<file path="src/rtl/stream_source_fifo.sv">
// rtl/stream_source_fifo.sv - byte FIFO driven by a write port, drained as a first-word fall-through valid/ready stream
module stream_source_fifo #(
  parameter int DEPTH  = 16,
  parameter int DATA_W = 8,
  parameter int CNT_W  = 16
) (
  input  logic                       clk,
  input  logic                       reset,
  input  logic                       wr_en,
  input  logic [DATA_W-1:0]          wr_data,
  output logic                       wr_full,
  output logic                       stream_out_valid,
  input  logic                       stream_out_ready,
  output logic [DATA_W-1:0]          stream_out_data,
  output logic [$clog2(DEPTH):0]     level,
  output logic                       overflow,
  output logic [CNT_W-1:0]           tx_count
);

  localparam int AW = $clog2(DEPTH);
  localparam int PW = AW + 1;

  logic [DATA_W-1:0] mem [DEPTH];
  logic [PW-1:0]     rd_ptr;
  logic [PW-1:0]     wr_ptr;
  logic              transfer;
  logic              push;

  // Pointers carry one extra wrap bit so full and empty are distinguishable.
  assign wr_full          = (wr_ptr[AW] != rd_ptr[AW]) && (wr_ptr[AW-1:0] == rd_ptr[AW-1:0]);
  assign stream_out_valid = (wr_ptr != rd_ptr);
  assign level            = wr_ptr - rd_ptr;
  assign stream_out_data  = stream_out_valid ? mem[rd_ptr[AW-1:0]] : '0;

  assign transfer = stream_out_valid && stream_out_ready;
  // A full FIFO still accepts a push when the head leaves in the same cycle.
  assign push     = wr_en && (!wr_full || transfer);

  always_ff @(posedge clk) begin
    if (push) begin
      mem[wr_ptr[AW-1:0]] <= wr_data;
    end
  end

  always_ff @(posedge clk or posedge reset) begin
    if (reset) begin
      rd_ptr   <= '0;
      wr_ptr   <= '0;
      overflow <= 1'b0;
      tx_count <= '0;
    end else begin
      if (push) begin
        wr_ptr <= wr_ptr + 1'b1;
      end
      if (transfer) begin
        rd_ptr   <= rd_ptr + 1'b1;
        tx_count <= tx_count + 1'b1;
      end
      if (wr_en && wr_full && !transfer) begin
        overflow <= 1'b1;
      end
    end
  end

endmodule
</file>
<file path="config.mk">
export PLATFORM = sky130hd
export DESIGN_NAME = stream_source_fifo
export DESIGN_NICKNAME = d
export VERILOG_FILES = /design/src/rtl/stream_source_fifo.sv
export SDC_FILE = /design/constraint.sdc
export NUM_CORES = 1
export LEC_CHECK = 0
export CORE_MARGIN = 1.5
export CORE_UTILIZATION = 40
export DETAILED_ROUTE_END_ITERATION = 8
export PLACE_DENSITY_LB_ADDON = 0.12
export SYNTH_ARGS = -nofsm -noshare
export SYNTH_HDL_FRONTEND = slang
export SYNTH_SLANG_ARGS = --single-unit
</file>
<file path="constraint.sdc">
create_clock -name clk -period 6.15 [get_ports clk]
set_input_delay 0.9225 -clock clk [delete_from_list [all_inputs] [get_ports clk]]
set_output_delay 0.9225 -clock clk [all_outputs]
set_load 0.01 [all_outputs]
</file>
==> results_dict.tcl, run 1 <==
set metrics [dict create \
    drt_iter0_drc 178 \
    clock_skew_ns 0.00419 \
    cts_resized 0 \
    place_congestion 0.755 \
    dieArea_mm2 0.0169 \
    stdcell_area_mm2 0.00763 \
    p_int_uw 2500 \
    die_w_um 130 \
    antenna_left 0 \
    fin_nets 430 \
    wl_met3_um 494 \
    die_height_um 130 \
    peakVddDrop_v 0.000252 \
    fin_ws_ns 1.47 \
    initial_core_util_pct 40.8 \
    rsz0062_at_grt "no" \
    crit_type "reg2out" \
    cap_violations 0 \
    post-route-period-util_pct 76.2 \
    setup_viol 0 \
    wirelength_um 12600 \
    cp.required_ns 5.23 \
    final_max_slew_viol_count 0 \
    grt_pass1_wl_um 19200 \
    vias_per_cell 5.10 \
    port_buffers 43 \
    clockPowerShare_pct 26.1 \
    synth.largest_area_cell "edfxtp_1" \
    synth_nets 377 \
    cts_buffers 17 \
    yosys_register_bits 155 \
    cp_max_fo 18 \
    power_uw 3720 \
    synth_seq_area_share_pct 70.3 \
    cts.sinks 155 \
    wl_met1_um 5940 \
    htree_levels 4 \
    finalSetupTns_ns 0 \
    startpoint_type "register" \
    max-slew-margin-rel_pct 31.4 \
    netlist.area_leader.share_pct 59.8 \
    avgSynthCellArea_um2 18.2 \
    cts.path.max_buffers 2 \
    drive_gt1_share_pct 16.7 \
    hold_buffers 0 \
    io_pins 44 \
    status "complete, no violations" \
    grt_max_degree 28 \
    vias 3242 \
    p_seq_share_pct 39.8 \
    hold_viol 0 \
    cts_setup_buffers 0 \
    dp_slack_ns 1.81 \
    synth_flop_cell "edfxtp_1" \
    fmax_mhz 213 \
    p_leak_uw 0.00268 \
    yosys-top-cells-area "edfxtp_1 (60%), dfrtp_1 (11%), mux4_2 (7.4%)" \
    worstSkewPairLatency_ns 0.41 \
    antenna_found_initial 0 \
    crit_path_end_kind "output port" \
    path_clk_slew_ns 0.06 \
    combPwrFrac_pct 34.0 \
    core_area_mm2 0.0158 \
    n_antenna_cell 0 \
    grt_pass1_vias 3268 \
    cts_tree "built" \
    top_layer_used "met4" \
    p_switching_uw 1220 \
    ys_types 38 \
    swShare_pct 32.9 \
    wl_per_cell_um 19.9 \
    worst_ep_arrival_time_ns 3.76 \
    syn_to_final_growth_pct 18.6 \
    synth-async-reset-ratio_pct 17.4 \
    hpwl_um 8530 \
    yosysWarnings 0 \
    rows 46 \
    hold_class "reg2reg" \
    root_buffer "clkbuf_16" \
    dr.pass1.iters 4 \
    syn_area_mm2 0.00643 \
    gr-usage-all-layers_pct 16.3 \
    grt_overflow 0 \
    synth-edff-count 128 \
    tightest_slew_ns 1.03 \
    synth_cells 354 \
    layout_min_cycle_time_ns 4.68 \
    wl_met2_um 5890 \
    power.density_mw_per_mm2 488 \
    placed_cell_area_mm2 0.00707 \
    drc 0 \
]
==> layout make-up <==
class                   count  area (um^2)
well taps                 216          270
inverters                  11         41.3
clock buffers              17          425
multi-input cells         174         1770
flip-flops and latches    155         4520
fillers                  1345         8140
repair buffers             48          468
clock inverters            15          130
==> logic make-up after synthesis <==
group	after synthesis	synth area share, %
AND/OR/NAND/NOR	62	4.61
XOR/XNOR	27	3.79
multiplexers	47	14.3
flip-flops	155	70.3
AO/OA/AOI/OAI	27	2.53
buffers and inverters	25	2.22
adder cells (fa/ha/maj)	11	2.26
==> per-stage QoR <==
stage / std cells / util [%] / hold WS [ns]
2_1_floorplan: 354 / - / 0.493
3_5_place_dp: 604 / 44.8 / 0.448
6_report: 636 / 48.4 / 0.458
4_1_cts: 636 / 48.4 / 0.460
3_3_place_gp: 604 / 44.8 / 0.443
5_1_grt: 636 / 48.4 / 0.504
==> routing by layer <==
layer,vias to the layer above,global-route usage (%)
met1,1655,22.2
li1,1490,-
met5,-,0
met2,78,25.2
met4,0,7.84
met3,19,3.32
==> path summary, 6_finish.rpt <==
check,from,end,slack (ns),cells past startpoint
setup / recovery,rd_ptr[1]$_DFFE_PP0P_,stream_out_data[6],1.47,7
hold / removal,overflow$_DFFE_PP0P_,overflow$_DFFE_PP0P_,0.46,1
setup reg to reg,rd_ptr[1]$_DFFE_PP0P_,mem[14][3]$_DFFE_PP_,2.57,6
hold reg to reg,overflow$_DFFE_PP0P_,overflow$_DFFE_PP0P_,0.46,1
max in group asynchronous,reset,rd_ptr[0]$_DFFE_PP0P_,4.39,2
min in group asynchronous,reset,overflow$_DFFE_PP0P_,1.07,2
==> state kept, by name, indices dropped and copies added (netlist names) <==
name      flops
mem         128
overflow      1
rd_ptr        5
tx_count     16
wr_ptr        5
==> power by group through the flow <==
stage / Sequential (uW) / Clock, uW / Combinational (uW)
detailed placement: 1510 / 0 / 1280
CTS: 1490 / 990 / 1290
finish: 1480 / 972 / 1270
global route: 1510 / 1030 / 1370
global placement: 1510 / 0 / 1280
floorplan: 1380 / 0 / 884
==> cells in the final DEF (no fill, tap or decap), drive strengths merged <==
master,n
buf,5
nand4,8
dfrtp,27
nand2,16
nand3,3
fa,1
and3,1
mux4,32
a21oi,9
a21boi,1
o21ai,9
ha,10
clkbuf,17
nor3b,1
xnor2,15
nor2b,1
mux2i,7
xor2,12
and2,1
o31a,1
mux2,8
edfxtp,128
a211oi,1
clkinvlp,5
a21o,5
and4,2
nor3,7
clkdlybuf4s50,43
o31ai,1
nand2b,2
inv,21
nor4,2
nor2,18
==> synth_stat cells, types with 7 or more instances <==
library cell	instances
a21oi_1	9
dfrtp_1	27
edfxtp_1	128
ha_1	10
inv_1	10
mux2_2	8
mux2i_1	7
mux4_1	11
mux4_2	21
nand2_1	16
nand4_1	8
nor2_1	18
nor3_1	7
o21ai_1	7
xnor2_1	14
xor2_1	12
==> critical path: stages, from the launching register on <==
cell             delay, ns
dfrtp_1               0.86
inv_1                 0.48
ha_1                  0.45
and4_1                0.26
nand2_1               0.28
o31ai_1               0.13
a211oi_1              0.28
clkdlybuf4s50_1       0.61
Note: power is estimated with default switching activity, not from simulation.
==> run 2: changes to the inputs <==
==> constraint.sdc (replaced) <==
create_clock -name clk -period 4.1 [get_ports clk]
set_input_delay 0.615 -clock clk [delete_from_list [all_inputs] [get_ports clk]]
set_output_delay 0.615 -clock clk [all_outputs]
set_load 0.01 [all_outputs]
==> run 2 against run 1 <==
Compared with the run above:
- design area rose by 0.53%
- largest power group unchanged
- sequential power rose by 43%
- total power rose by 52%
- clock skew rose by 0.0026 ns
- via count fell by 0.40%
- critical path depth fell by 1
- sequential share of layout area fell by 0.31 points
- final cell count rose by 0.31%
- clock power rose by 56%
- worst hold slack got worse by 0.0015 ns
==> results_dict.tcl, run 2 (same netlist as run 1, synthesis figures left out) <==
set metrics [dict create \
    drc 0 \
    fmax_mhz 263 \
    startpoint_type "register" \
    reg2reg_from "rd_ptr[0]$_DFFE_PP0P_" \
    hold_viol 0 \
    p_int_uw 3920 \
    cpPeakStageDelay_ns 0.78 \
    startpoint "rd_ptr[0]$_DFFE_PP0P_" \
    final_max_slew_viol_count 0 \
    worst_ep_arrival_time_ns 3.19 \
    cts_setup_buffers 0 \
    layout_min_cycle_time_ns 3.80 \
    p_leak_uw 0.00271 \
    syn_to_final_growth_pct 19.2 \
    drt_iter0_drc 177 \
    min-delay-start "overflow$_DFFE_PP0P_" \
    cts_tree "built" \
    worstPathCellList "ha_1 -> and4_1 -> nand2_1 -> o31ai_1 -> a211oi_1 -> clkdlybuf4s50_1" \
    dp_cells 608 \
    hold_class "reg2reg" \
    cp_max_fo 20 \
    swShare_pct 30.7 \
    cts.path.max_buffers 2 \
    port_buffers 43 \
    rows 46 \
    setup_viol 0 \
    final_common_cell "edfxtp_1" \
    dr.pass1.iters 4 \
    htree_levels 4 \
    antenna_found_initial 1 \
    grt_overflow 0 \
    status "complete, no violations" \
    cts_buffers 17 \
    crit_path_end_kind "output port" \
    finalSetupTns_ns 0 \
    core_area_mm2 0.0158 \
    largest_reg_flops 128 \
    hold_buffers 0 \
    power.density_mw_per_mm2 738 \
    cap_violations 0 \
    place_congestion 0.762 \
    p_switching_uw 1740 \
    wl_per_cell_um 20.3 \
    hold_depth 1 \
    worst_path_max_delay_cell "dfrtp_2" \
    combPwrFrac_pct 35.7 \
    cp.required_ns 3.48 \
    die_height_um 130 \
    grt_max_degree 28 \
    path_clk_slew_ns 0.05 \
    max-slew-margin-rel_pct 26.1 \
    die_w_um 130 \
    gr-usage-all-layers_pct 16.9 \
    post-route-period-util_pct 92.7 \
    clock_skew_ns 0.00679 \
    antenna_left 0 \
    p_seq_share_pct 37.5 \
    most-common-layout-cells "edfxtp_1 (128), clkdlybuf4s50_1 (43), dfrtp_1 (26)" \
    wirelength_um 13000 \
    clockPowerShare_pct 26.8 \
    grt_pass1_wl_um 20100 \
    tightest_slew_ns 1.11 \
    root_buffer "clkbuf_16" \
    fin_nets 434 \
    n_antenna_cell 0 \
    dieArea_mm2 0.0169 \
    r2r_cells 6 \
    vias 3229 \
    grt_pass1_vias 3384 \
    cts.sinks 155 \
    cts_resized 0 \
    initial_core_util_pct 40.8 \
    worstSkewPairLatency_ns 0.41 \
    hpwl_um 8610 \
    io_pins 44 \
    crit_type "reg2out" \
    fill_cells 1353 \
    vias_per_cell 5.06 \
    peakVddDrop_v 0.000423 \
    stdcell_count 638 \
    rsz0062_at_grt "no" \
    drive_gt1_share_pct 15.4 \
]
## run 2: changes by cell type in the layout (fill, tap and decap cells not counted), sizes merged
cell	previous run	this run
clkbuf	17	23
inv	21	12
clkinvlp	5	2
buf	5	9
clkinv	0	1
bufinv	0	3
## run 2: final timing paths
path                                           endpoint  slack (ns)
worst min-delay path               overflow$_DFFE_PP0P_        0.46
worst min register to register     overflow$_DFFE_PP0P_        0.46
worst max register to register      mem[1][5]$_DFFE_PP_        1.10
worst max-delay path                 stream_out_data[6]        0.30
max in group asynchronous         rd_ptr[0]$_DFFE_PP0P_        2.56
min in group asynchronous       tx_count[2]$_DFFE_PP0P_        0.80
## run 2: stage by stage
| stage | util (%) | power, uW | cell area (um^2) | setup WS [ns] | hold slack, ns |
|---|---|---|---|---|---|
| 6_report | 48.6 | 5660 | 7670 | 0.298 | 0.456 |
| 5_1_grt | 48.6 | 5960 | 7670 | 0.108 | 0.481 |
| 4_1_cts | 48.6 | 5720 | 7670 | 0.241 | 0.462 |
| 3_5_place_dp | 45.0 | 4200 | 7100 | 0.696 | 0.450 |
| 3_3_place_gp | 45.0 | 4180 | 7100 | 0.708 | 0.448 |
| 2_1_floorplan | - | 3390 | 6430 | 1.39 | 0.493 |
## run 2: critical path, delay by kind of cell, from the launching register on
kind	cells	cell delay (ns)
buffers and inverters	1	0.62
AND/OR/NAND/NOR	2	0.51
adder cells (fa/ha/maj)	1	0.38
AO/OA/AOI/OAI	2	0.49
flip-flops	1	0.78
## run 2: layout make-up
type	instances	area (um^2)	area share (%)
Multi-Input combinational cell	174	1770	23.1
Tap cell	216	270	3.53
Clock buffer	23	448	5.84
Inverter	11	41.3	0.539
Timing Repair Buffer	52	498	6.50
Clock inverter	7	118	1.53
Sequential cell	155	4520	59.0
## run 2: layer usage
metal | GRT usage [%] | part of all wire [%] | vias up
met5 | 0 | 0.062 | -
met4 | 6.99 | 2.0 | 2
met3 | 3.44 | 5.0 | 18
met2 | 28.1 | 50 | 85
met1 | 21.9 | 43 | 1631
li1 | - | - | 1493
## run 2: power by group through the flow
stage | combinational [uW] | sequential, uW | clock, uW
floorplan | 1330 | 2060 | 0
global placement | 2030 | 2150 | 0
detailed placement | 2040 | 2150 | 0
CTS | 2050 | 2120 | 1540
global route | 2200 | 2150 | 1610
finish | 2020 | 2120 | 1520
==> run 3: changes to the inputs <==
==> constraint.sdc (replaced) <==
create_clock -name clk -period 3 [get_ports clk]
set_input_delay 0.9 -clock clk [delete_from_list [all_inputs] [get_ports clk]]
set_output_delay 0.9 -clock clk [all_outputs]
set_load 0.01 [all_outputs]
==> run 3 against run 2 <==
Compared with the run above:
- the run now ends with setup timing left
- first-iteration DRC count up 27%
- wire length up 5.4%
- critical path depth increased by 1
- global-route usage grew 0.48 points
- non-clock buffer count is 40 higher
- combinational power increased by 64%
- critical endpoint is now stream_out_data[7]
==> results_dict.tcl, run 3 (same netlist as run 1, synthesis figures left out) <==
set metrics [dict create \
    power.density_mw_per_mm2 1010 \
    vias 3411 \
    place_congestion 0.774 \
    root_buffer "clkbuf_16" \
    rows 46 \
    grt_max_degree 28 \
    peakVddDrop_v 0.000461 \
    grt_overflow 0 \
    die_w_um 130 \
    violations "setup timing" \
    cts_buffers 17 \
    dr.pass1.iters 4 \
    hold-worst-slack_ns 0.461 \
    cpPeakStageDelay_ns 0.48 \
    cts_tree "built" \
    worstSkewPairLatency_ns 0.42 \
    grt_pass1_wl_um 20500 \
    core_area_mm2 0.0158 \
    drt_iter0_drc 224 \
    final_max_slew_viol_count 0 \
    port_buffers 43 \
    vias_per_cell 5.02 \
    wirelength_um 13700 \
    hpwl_um 8850 \
    n_antenna_cell 0 \
    gr-usage-all-layers_pct 17.4 \
    grt_pass1_vias 3434 \
    antenna_found_initial 0 \
    wl_per_cell_um 20.1 \
    worstPathCellList "buf_12 -> buf_6 -> mux4_2 -> mux2_4 -> o21ai_2 -> a21oi_2 -> buf_2" \
    stdcell_count 680 \
    startpoint_type "register" \
    die_height_um 130 \
    final_common_cell "edfxtp_1" \
    dp_cells 642 \
    io_pins 44 \
    path_clk_slew_ns 0.06 \
    cts.sinks 155 \
    crit_path_end_kind "output port" \
    clock_skew_ns 0.00661 \
    post-route-period-util_pct 106 \
    layout_min_cycle_time_ns 3.18 \
    worst_path_max_delay_cell "mux4_2" \
    hold_class "reg2reg" \
    rsz0062_at_grt "yes" \
    max-slew-margin-rel_pct 55.8 \
    dieArea_mm2 0.0169 \
    fmax_mhz 315 \
    hold_buffers 0 \
    setup_viol 9 \
    most-common-layout-cells "edfxtp_1 (128), buf_4 (40), mux4_2 (29), clkdlybuf4s50_1 (29), dfrtp_1 (26)" \
    hold_viol 0 \
    antenna_left 0 \
    drive_gt1_share_pct 30.4 \
    p_leak_uw 0.00296 \
    finish.utilization_pct 51.1 \
    largest_reg_flops 128 \
    worst_ep_arrival_time_ns 2.28 \
    cap_violations 0 \
    cp.required_ns 2.10 \
    fin_ws_ns -0.178 \
    initial_core_util_pct 40.8 \
    drc 0 \
    syn_to_final_growth_pct 25.3 \
    cts.path.max_buffers 2 \
    status "finished, violations left" \
    cp_max_fo 8 \
    fin_nets 474 \
    crit_type "reg2out" \
    htree_levels 4 \
    tightest_slew_ns 0.662 \
]
-- run 3: path summary, 6_finish.rpt --
check / endpoint / slack, ns / startpoint / cells past startpoint
max in group asynchronous: rd_ptr[0]$_DFFE_PP0P_ / 1.87 / reset / 3
min: overflow$_DFFE_PP0P_ / 0.46 / overflow$_DFFE_PP0P_ / 1
min in group asynchronous: overflow$_DFFE_PP0P_ / 0.86 / reset / 3
min reg2reg: overflow$_DFFE_PP0P_ / 0.46 / overflow$_DFFE_PP0P_ / 1
max reg2reg: mem[3][5]$_DFFE_PP_ / 0.56 / rd_ptr[0]$_DFFE_PP0P_ / 8
max: stream_out_data[7] / -0.18 / rd_ptr[0]$_DFFE_PP0P_ / 7
-- run 3: power breakdown --
part	switching, uW	internal (uW)
Sequential	158	2630
Combinational	1620	1680
Clock	857	1220
-- run 3: what timing repair did --
action / CTS / global route
resized for setup: 72 / 10
buffers inserted: 6 / 1
cloned: 1 / 0
pin swaps: 7 / 2
endpoints found under the setup margin: 14 / 12
-- run 3: stage by stage --
stage	power [uW]	setup TNS [ns]	area (um^2)	worst slack (ns)
final	8180	-1.09	8060	-0.178
after global routing	8630	-2.03	8060	-0.274
after CTS	8260	-1.53	8070	-0.213
after detailed placement	6080	-0.701	7390	-0.154
after global placement	6050	-0.748	7390	-0.183
after floorplan	4630	0	6430	0.0308
-- run 3: per-layer routing --
layer | vias up | GRT usage, % | wire length, um
li1 | 1577 | - | -
met1 | 1742 | 23.2 | 6250
met2 | 76 | 28.6 | 6650
met3 | 16 | 4.06 | 564
met4 | 0 | 5.49 | 201
met5 | - | 0 | 0
-- run 3: area by class of cell --
class                   instances  area (um^2)
clock inverters                15          150
well taps                     216          270
repair buffers                 92          817
multi-input cells             174         1840
clock buffers                  17          425
inverters                      11         41.3
fillers                      1350         7710
flip-flops and latches        155         4520
-- run 3: worst max-delay path, delay by kind of cell, from the launching register on --
family,cells,cell delay [ns]
DFF,1,0.47
AOI/OAI and AO/OA,2,0.19
buffers and inverters,3,0.42
muxes,2,0.77
